## src/rtl/timer_counter.sv

```systemverilog
// Memory-mapped countdown timer: CTRL/PRESET/COUNT word registers, one-shot or
// auto-reload expiry, registered interrupt request gated by the CTRL mask bit.
module timer_counter #(
  parameter int CNT_W = 32
) (
  input  logic        clk,
  input  logic        reset,
  input  logic [1:0]  addr,
  input  logic        we,
  input  logic [31:0] wd,
  output logic [31:0] rd,
  output logic        irq
);

  typedef enum logic [1:0] {IDLE, LOAD, CNT, INT} state_e;

  state_e           state_q, state_d;
  logic [3:0]       ctrl_q, ctrl_d;
  logic [CNT_W-1:0] preset_q, preset_d;
  logic [CNT_W-1:0] count_q, count_d;
  logic             flag_q, flag_d;
  logic             irq_q, irq_d;

  logic en, mode1, wr_ctrl, wr_pre, cpu_clr, expire;

  assign en      = ctrl_q[0];
  assign mode1   = (ctrl_q[2:1] == 2'b01);
  assign wr_ctrl = we && (addr == 2'd0);
  assign wr_pre  = we && (addr == 2'd1);
  // A CTRL write that unmasks (IM 0->1) keeps a pending flag so it can be taken.
  assign cpu_clr = wr_pre || (wr_ctrl && !(wd[3] && !ctrl_q[3]));
  assign expire  = (state_q == CNT) && en && (count_q <= CNT_W'(1));

  always_ff @(posedge clk or negedge reset) begin
    if (!reset) begin
      state_q  <= IDLE;
      ctrl_q   <= '0;
      preset_q <= '0;
      count_q  <= '0;
      flag_q   <= 1'b0;
      irq_q    <= 1'b0;
    end else begin
      state_q  <= state_d;
      ctrl_q   <= ctrl_d;
      preset_q <= preset_d;
      count_q  <= count_d;
      flag_q   <= flag_d;
      irq_q    <= irq_d;
    end
  end

  always_comb begin
    state_d = state_q;
    case (state_q)
      IDLE:    if (en) state_d = LOAD;
      LOAD:    state_d = CNT;
      CNT:     if (!en) state_d = IDLE;
               else if (expire) state_d = INT;
      INT:     state_d = mode1 ? LOAD : IDLE;
      default: state_d = IDLE;
    endcase
  end

  always_comb begin
    ctrl_d   = ctrl_q;
    preset_d = preset_q;
    count_d  = count_q;
    flag_d   = flag_q;
    if (state_q == INT && !mode1) ctrl_d[0] = 1'b0;
    if (wr_ctrl) ctrl_d = wd[3:0];
    if (wr_pre)  preset_d = wd[CNT_W-1:0];
    if (state_q == LOAD) count_d = preset_q;
    else if (state_q == CNT && en)
      count_d = (count_q > CNT_W'(1)) ? count_q - CNT_W'(1) : '0;
    if (cpu_clr || (state_q == INT && mode1)) flag_d = 1'b0;
    // Expiry set beats any same-cycle clear.
    if (expire) flag_d = 1'b1;
    irq_d = ctrl_d[3] && flag_d;
  end

  always_comb begin
    rd = '0;
    case (addr)
      2'd0:    rd = {28'b0, ctrl_q};
      2'd1:    rd = 32'(preset_q);
      2'd2:    rd = 32'(count_q);
      default: rd = '0;
    endcase
  end

  assign irq = irq_q;

endmodule
```

## config.mk

```make
export PLATFORM = sky130hd
export DESIGN_NAME = timer_counter
export DESIGN_NICKNAME = d
export VERILOG_FILES = /design/src/rtl/timer_counter.sv
export SDC_FILE = /design/constraint.sdc
export NUM_CORES = 1
export LEC_CHECK = 0
export ABC_AREA = 1
export CORE_MARGIN = 2
export CORE_UTILIZATION = 40
export DETAILED_ROUTE_END_ITERATION = 10
export PLACE_DENSITY_LB_ADDON = 0.15
export REMOVE_ABC_BUFFERS = 1
export SYNTH_ARGS = -nofsm -noshare
export SYNTH_HDL_FRONTEND = slang
export SYNTH_SLANG_ARGS = --single-unit
```

## constraint.sdc

```tcl
create_clock -name clk -period 1.8 [get_ports clk]
set_input_delay 0.36 -clock clk [delete_from_list [all_inputs] [get_ports clk]]
set_output_delay 0.36 -clock clk [all_outputs]
set_load 0.05 [all_outputs]
```

==> Yosys cells after proc, flatten, opt, wreduce, memory -nomap -nowiden <==
Index checks and enable logic that the tools add are counted.
{ "totals": {"romBits": 0, "elab_cells": 51, "n_memories": 0, "inputBits": 37, "regBits": 72, "latch_bits": 0, "ramBits": 0} }
{ "classes": {"order_cmp": 2, "n_shift": 0, "n_eq_ne": 8, "div_mod_pow": 0, "multipliers": 0, "bitwise_logic": 0, "add_sub_neg": 1, "reduce_logical": 19, "mux": 13} }
{ "ops": {"columns": ["op", "n"], "rows": [
  ["two-way mux 32 bit", 3],
  ["case mux 32 bit (3 select lines)", 1],
  ["> comparator 32 x 1 -> 1 bit (second input constant)", 1],
  ["less-or-equal comparator 32 x 1 -> 1 bit (second input constant)", 1],
  ["subtractor 32 x 1 -> 32 bit (second input constant)", 1],
  ["logical AND 1 bit", 9],
  ["case mux 2 bit (4 select lines)", 1],
  ["== test 2 x 1 -> 1 bit (second input constant)", 3],
  ["== test 2 bit (second input constant)", 3],
  ["two-way mux 2 bit", 3],
  ["logical NOT 2 bit", 2],
  ["two-way mux 1 bit", 4],
  ["two-way mux 4 bit", 1],
  ["nonzero test 2 bit", 2],
  ["logical NOT 1 bit", 3],
  ["!= test 3 bit (second input constant)", 1],
  ["logical OR 1 bit", 2],
  ["!= test 2 bit (second input constant)", 1],
  ["AND reduction 2 bit", 1]
]} }

==> Depth between registers and ports, before layout <==
Gate-level depths: netlist of the first run.
{ "depth": {"word_depth": 9, "ltp_mapped": 10} }

==> Least setup slack after synthesis of the first run <==
No wires, ideal clock.
{ "synth_timing": {"kind": "input port to output port", "from": "in addr[0]", "to": "out rd[22]", "n_path_buf": 1, "t_required_ns": 1.440, "slack_ns": -0.479, "t_arrival_ns": 1.919, "cell_stages": 5, "cell_sequence": "inv_1 -> nor2_1 -> inv_1 -> buf_1 -> o21ai_0"} }
{ "synth_between": {"elab_chain_len": 2, "elab_cells_between_ends": 4, "classes_between": "eq/ne (2); mux (1); reduce/logical (1)"} }
{ "synth_rtl": {"columns": ["item", "line_no", "rtl"], "rows": [
  ["from (decl)", "8", "input logic [1:0] addr,"],
  ["== test 2 bit (tied with other cells)", "83", "case (addr)"],
  ["case mux 32 bit (3 select lines) (*)", "83", null],
  ["to (decl)", "11", "output logic [31:0] rd,"]
]} }
Mark *: on every way between the ends. The rest lies on a longest branch, timed or not.

==> Final worst setup path of the first run <==
{ "layout_timing": {"from": "reg count_q[16]", "to": "out rd[16]"} }
{ "layout_between": {"elab_chain_len": 1} }
{ "layout_rtl": {"columns": ["item", "line_no", "rtl"], "rows": [
  ["from (decl)", "20", "logic [CNT_W-1:0] count_q, count_d;"],
  ["from (signal assigned)", "46", "count_q <= count_d;"],
  ["case mux 32 bit (3 select lines)", "83", null]
]} }
No other way between the ends.

==> impl_metrics.yaml, run 1 <==
outcome:
  status: "completed"
power_and_ir_drop:
  power_density_mw_per_mm2: 1403
  ir_worst_vdd_uv: 786.1
  p_leak_nw: 2.809
  finalPower_mw: 8.718
critical_path:
  slowest_delay_ps: 400
  critical_path_required_ps: 1440
  crit_top_cell: "buf_4"
  critPathLaunchType: "register"
  crit_chain: "buf_4 > nand3_1 > o21ai_2 > buf_4 > buf_12"
  reg2reg_slack_ps: 110
  slowest_stage: "dfrtp_1"
  crit_path_end_kind: "output pin"
  crit_type: "register to output pin"
  critical_path_arrival_ps: 1360
  worstPathMaxFanout: 3
timing:
  fin_crit_sh: 0.9566
  fin_worst_skew_ps: 6.495
  slew_headroom: 0.7250
  fin_hold_ws_ps: 19.29
  rsz0062_at_grt: "yes"
  slew_violations: 0
  max_slew.worst_pin.slew_ps: 412.6
  min_period_ps: 1722
  finalSetupViolations: 0
  hold_viol: 0
  clock.fmax_mhz: 580.8
global_route:
  antenna_found_initial: 0
  grtUsageTotal: 0.2339
  first_global_vias: 4145
  grt_first_pass_wirelength_um: 20990
  grt_start_max_net_pins: 73
  grt-ovfl-total: 0
flow_run:
  cap_viol_max_count: 0
layout:
  n_antenna_cell: 0
  final_util: 0.5966
  layout-drive-gt1-share: 0.2570
  nets: 715
  nFillCells: 956
  final_cell_mix: "141 x nand2_1, 71 x dfrtp_1, 66 x inv_1, 52 x nor2_1, 38 x buf_12"
  area_delta_synth_final_pct: 44.10
  final_common_cell: "nand2_1"
yosys:
  synthFlopType: "dfrtp_1"
  synth_warnings: 0
  async_flop_share: 1.000
  syn_avg_cell_area_um2: 7.475
  synth.distinct_cells: 31
  ys_seq_area_frac: 0.4178
  synth-edff-count: 0
  yosysTopAreaCellShare: 0.4178
  synth_area_mm2: 0.004313
  postSynthCellCount: 577
  synthTopCellsByArea: "dfrtp_1 42%, nand2_1 12%, inv_1 6.0%, nor2_1 5.0%, o21ai_0 4.5%"
  yosysTopAreaCell: "dfrtp_1"
  synth.ff_latch_count: 72
cts:
  clock_latency_ps: 370
  cts_tree: "done"
  cts_buffers: 9
  clock-sinks: 72
  h-tree-depth: 3
  clk_pin_slew_worst_paths_ps: 80
  post_cts_buffers: 0
  cts.path.max_buffers: 2
  cts_root_buffer: "clkbuf_8"
floorplan:
  die_x_um: 107.8
  row_count: 37
  initial_core_util: 0.4141
  io_pins: 70
  die-area_mm2: 0.01163
  die_h_um: 107.8
  fp.coreArea_mm2: 0.01042
routing:
  drt-vias-per-instance: 5.171
  firstDrtPassIters: 5
  drc: 0
  drt_iter0_markers: 236
  routedWlPerCell_um: 15.66
  via_count: 4225
  drt-total-wl_um: 12800
  ant_nets: 0
placement:
  dp_hpwl_um: 9147
  io_buffer_count: 69
  finalWeightedCongestion: 0.9096
hold_path:
  hold_class: "input port to async pin"
## path summary, 6_finish.rpt
path                                            to                     start  cells past startpoint
setup / recovery                            rd[16]   count_q[16]$_DFFE_PN0P_                      5
hold / removal                       irq$_DFF_PN0_                     reset                      2
setup reg to reg           count_q[19]$_DFFE_PN0P_   count_q[10]$_DFFE_PN0P_                      7
hold reg to reg            count_q[13]$_DFFE_PN0P_  preset_q[13]$_DFFE_PN0P_                      2
max in group asynchronous  count_q[21]$_DFFE_PN0P_                     reset                      2
min in group clk           count_q[13]$_DFFE_PN0P_  preset_q[13]$_DFFE_PN0P_                      2
## worst max-delay path, delay by kind of cell (launching register included)
kind	cells	cell delay [ps]
simple gates	1	110
flops	1	400
buf+inv	3	440
compound gates	1	60
## registers in the layout, indices dropped and copies added (netlist names)
name,count
ctrl_q,4
flag_q,1
preset_q,32
state_q,2
irq,1
count_q,32
## layout make-up
class,instances,area [um^2],share of cell area
clock inverters,5,55.05,0.008858
multi-input cells,412,2389,0.3843
flip-flops and latches,72,1803,0.2901
inverters,72,270.3,0.04349
clock buffers,11,151.4,0.02436
repair buffers,109,1376,0.2215
well taps,136,170.2,0.02738
## metal layers
| layer | wire length (um) | up-vias | share of wire | GRT usage |
|---|---|---|---|---|
| li1 | - | 2074 | - | - |
| met2 | 6366 | 106 | 0.50 | 0.3994 |
| met3 | 478 | 18 | 0.037 | 0.03571 |
| met4 | 233 | 0 | 0.018 | 0.08150 |
| met5 | 0 | - | 0 | 0 |
| met1 | 5717 | 2027 | 0.45 | 0.3007 |
## where the power goes
group          internal [mW]  switching (mW)
Clock                  0.711           0.659
Combinational           1.91            2.74
Sequential              2.14           0.549
## cells in the mapped netlist, types with 13 or more instances
cell	instances
nand2_1	143
dfrtp_1	72
inv_1	69
nor2_1	58
o21ai_0	39
nand3_1	31
o22ai_1	19
a21oi_1	18
a22oi_1	15
o21ai_1	15
nor2_2	13
xor2_1	13
## metrics by stage
step                setup TNS (ps)  instances  instance area [um^2]  setup slack (ps)
floorplan                   -46540        556                  4214             -1139
global placement            -14740        800                  5761            -355.2
detailed placement          -13850        800                  5761            -329.6
CTS                              0        817                  6146             7.804
global route                     0        817                  6215            0.5178
finish                           0        817                  6215             78.10
## logic make-up (layout without fill, tap and decap cells)
logic type / after synthesis / after routing / synth area share
and+or+nand+nor: 284 / 284 / 0.3130
DFF: 72 / 72 / 0.4178
buffers and inverters: 93 / 197 / 0.08558
adders and majority gates: 2 / 2 / 0.005801
AOI/OAI and AO/OA: 113 / 113 / 0.1514
xor gates and xnor gates: 13 / 13 / 0.02640
## what timing repair did
item | in CTS | in global routing
pin swaps | 2 | 5
cloned | 1 | 0
hold buffers | 0 | 0
endpoints found under the setup margin | 32 | 45
gates resized for setup | 44 | 22
No activity file was read; power rests on OpenSTA's default activity.
==> inputs of run 2 (changes only) <==
- CORE_UTILIZATION: 40 -> 46
==> run 2 against run 1 <==
Effect of this change: count of clock-buffer cells in the layout rose by 2; worst setup slack got worse by 11 ps; via count up 1.6%; die area is 13% lower; fmax is 0.64% lower; global-route usage up 3.8 points; sequential share of layout area decreased by 1.0 points; critical path depth increased by 3; critical path type is now input port to output pin; largest cell class unchanged; highest routed layer unchanged.
==> impl_metrics.yaml, run 2 (synthesis gave the netlist of run 1 again) <==
cts:
  cts.path.max_buffers: 2
  clk_pin_slew_worst_paths_ps: 70
  h-tree-depth: 3
  cts_tree: "done"
  clock_latency_ps: 350
  clock-sinks: 72
  hold_buffers: 0
  cts_buffers: 9
  cts_root_buffer: "clkbuf_8"
global_route:
  antenna_found_initial: 0
  first_global_vias: 4431
  grt_first_pass_wirelength_um: 21490
  grtUsageTotal: 0.2718
  grt-ovfl-total: 0
  grt_start_max_net_pins: 73
placement:
  placed_area_mm2: 0.005804
  dp_hpwl_um: 9174
  io_buffer_count: 69
  finalWeightedCongestion: 0.9266
routing:
  drt-vias-per-instance: 5.333
  drt_iter0_markers: 207
  ant_nets: 0
  routedWlPerCell_um: 16.20
  via_count: 4293
  drt-total-wl_um: 13040
  drc: 0
  firstDrtPassIters: 5
layout:
  post-route-cell-area_mm2: 0.006446
  nets: 729
  final_common_cell: "nand2_1"
  nFillCells: 716
  area_delta_synth_final_pct: 49.46
  final_cell_mix: "140 x nand2_1, 70 x dfrtp_1, 65 x inv_1, 50 x nor2_1, 40 x buf_4"
  n_antenna_cell: 0
  final_util: 0.7043
  layout-drive-gt1-share: 0.2839
  top_regs: "count_q (32), preset_q (32), ctrl_q (4)"
timing:
  rsz0062_at_grt: "yes"
  hold_viol: 0
  clock.fmax_mhz: 577.0
  min_period_ps: 1733
  finalSetupViolations: 0
  max_slew.worst_pin.slew_ps: 430.8
  slew_headroom: 0.7128
  fin_crit_sh: 0.9628
  slew_violations: 0
  fin_worst_skew_ps: 6.400
  setup_tns_ps: 0
hold_path:
  hold_class: "input port to async pin"
critical_path:
  crit_path_end_kind: "output pin"
  critical_path_arrival_ps: 1370
  critical_path_required_ps: 1440
  worstPathMaxFanout: 8
  r2r_cells: 11
  crit_type: "input port to output pin"
  critPathLaunchType: "input port"
floorplan:
  die_h_um: 100.8
  die-area_mm2: 0.01017
  initial_core_util: 0.4712
  io_pins: 70
  fp.coreArea_mm2: 0.009153
  die_x_um: 100.8
  row_count: 35
power_and_ir_drop:
  ir_worst_vdd_uv: 722.9
  p_leak_nw: 2.913
  power_density_mw_per_mm2: 1399
outcome:
  status: "completed"
flow_run:
  cap_viol_max_count: 0
[run 2: changes by cell type in the layout (fill, tap and decap cells not counted), sizes merged]
cell           before  now
buf                74   87
clkbuf             13   14
clkdlybuf4s15       0    1
clkinv              2    0
clkinvlp            2    1
nor2               82   83
[run 2: layout make-up]
type	count	area, um^2	share of cell area
tap	111	138.9	0.02155
sequential	72	1804	0.2799
clock inverter	2	37.54	0.005823
clock buffer	13	168.9	0.02620
multi-input combinational	413	2491	0.3865
inverter	72	275.3	0.04270
timing repair buffer	122	1530	0.2374
[run 2: per-stage QoR]
step                      instances  setup WS, ps  hold slack, ps  total power, mW
after global routing            805        -15.54           55.29            9.622
after floorplan                 556         -1139           64.41            5.207
after CTS                       800         1.058           53.43            8.740
final                           805         66.95           11.09            9.021
after detailed placement        785        -327.0           422.2            7.107
after global placement          785        -303.8           422.1            7.009
[run 2: timing repair]
item                                    4_1_cts  5_1_grt
buffers inserted                              0        4
pin swaps                                     2       11
gates cloned                                  1        1
resized for setup                            53       39
endpoints found under the setup margin       40       52
[run 2: where the power goes]
part	total (mW)	switching, mW	internal (mW)
Combinational	4.94	2.88	2.06
Sequential	2.72	0.574	2.15
Clock	1.36	0.615	0.748
[run 2: path summary, 6_finish.rpt]
| check | start | endpoint | slack, ps |
|---|---|---|---|
| max reg2reg | count_q[1]$_DFFE_PN0P_ | count_q[12]$_DFFE_PN0P_ | 70 |
| min in group clk | preset_q[15]$_DFFE_PN0P_ | count_q[15]$_DFFE_PN0P_ | 480 |
| max | addr[0] | rd[30] | 70 |
| min reg2reg | preset_q[15]$_DFFE_PN0P_ | count_q[15]$_DFFE_PN0P_ | 480 |
| min | reset | ctrl_q[1]$_DFFE_PN0P_ | 10 |
| max in group asynchronous | reset | preset_q[7]$_DFFE_PN0P_ | 1420 |
[run 2: metal layers]
metal	vias up	routed length, um	part of all wire	GRT usage
met3	24	619	0.047	0.05617
met2	123	6371	0.49	0.4533
met1	2042	5802	0.44	0.3533
met4	0	248	0.019	0.08851
li1	2104	-	-	-
met5	-	0	0	0
[run 2: worst max-delay path, cell delays in order]
cell             delay (ps)
clkdlybuf4s15_1         200
inv_2                    70
nor2_4                  120
inv_4                    80
buf_12                  150
o21ai_1                 120
buf_4                   140
buf_12                  130
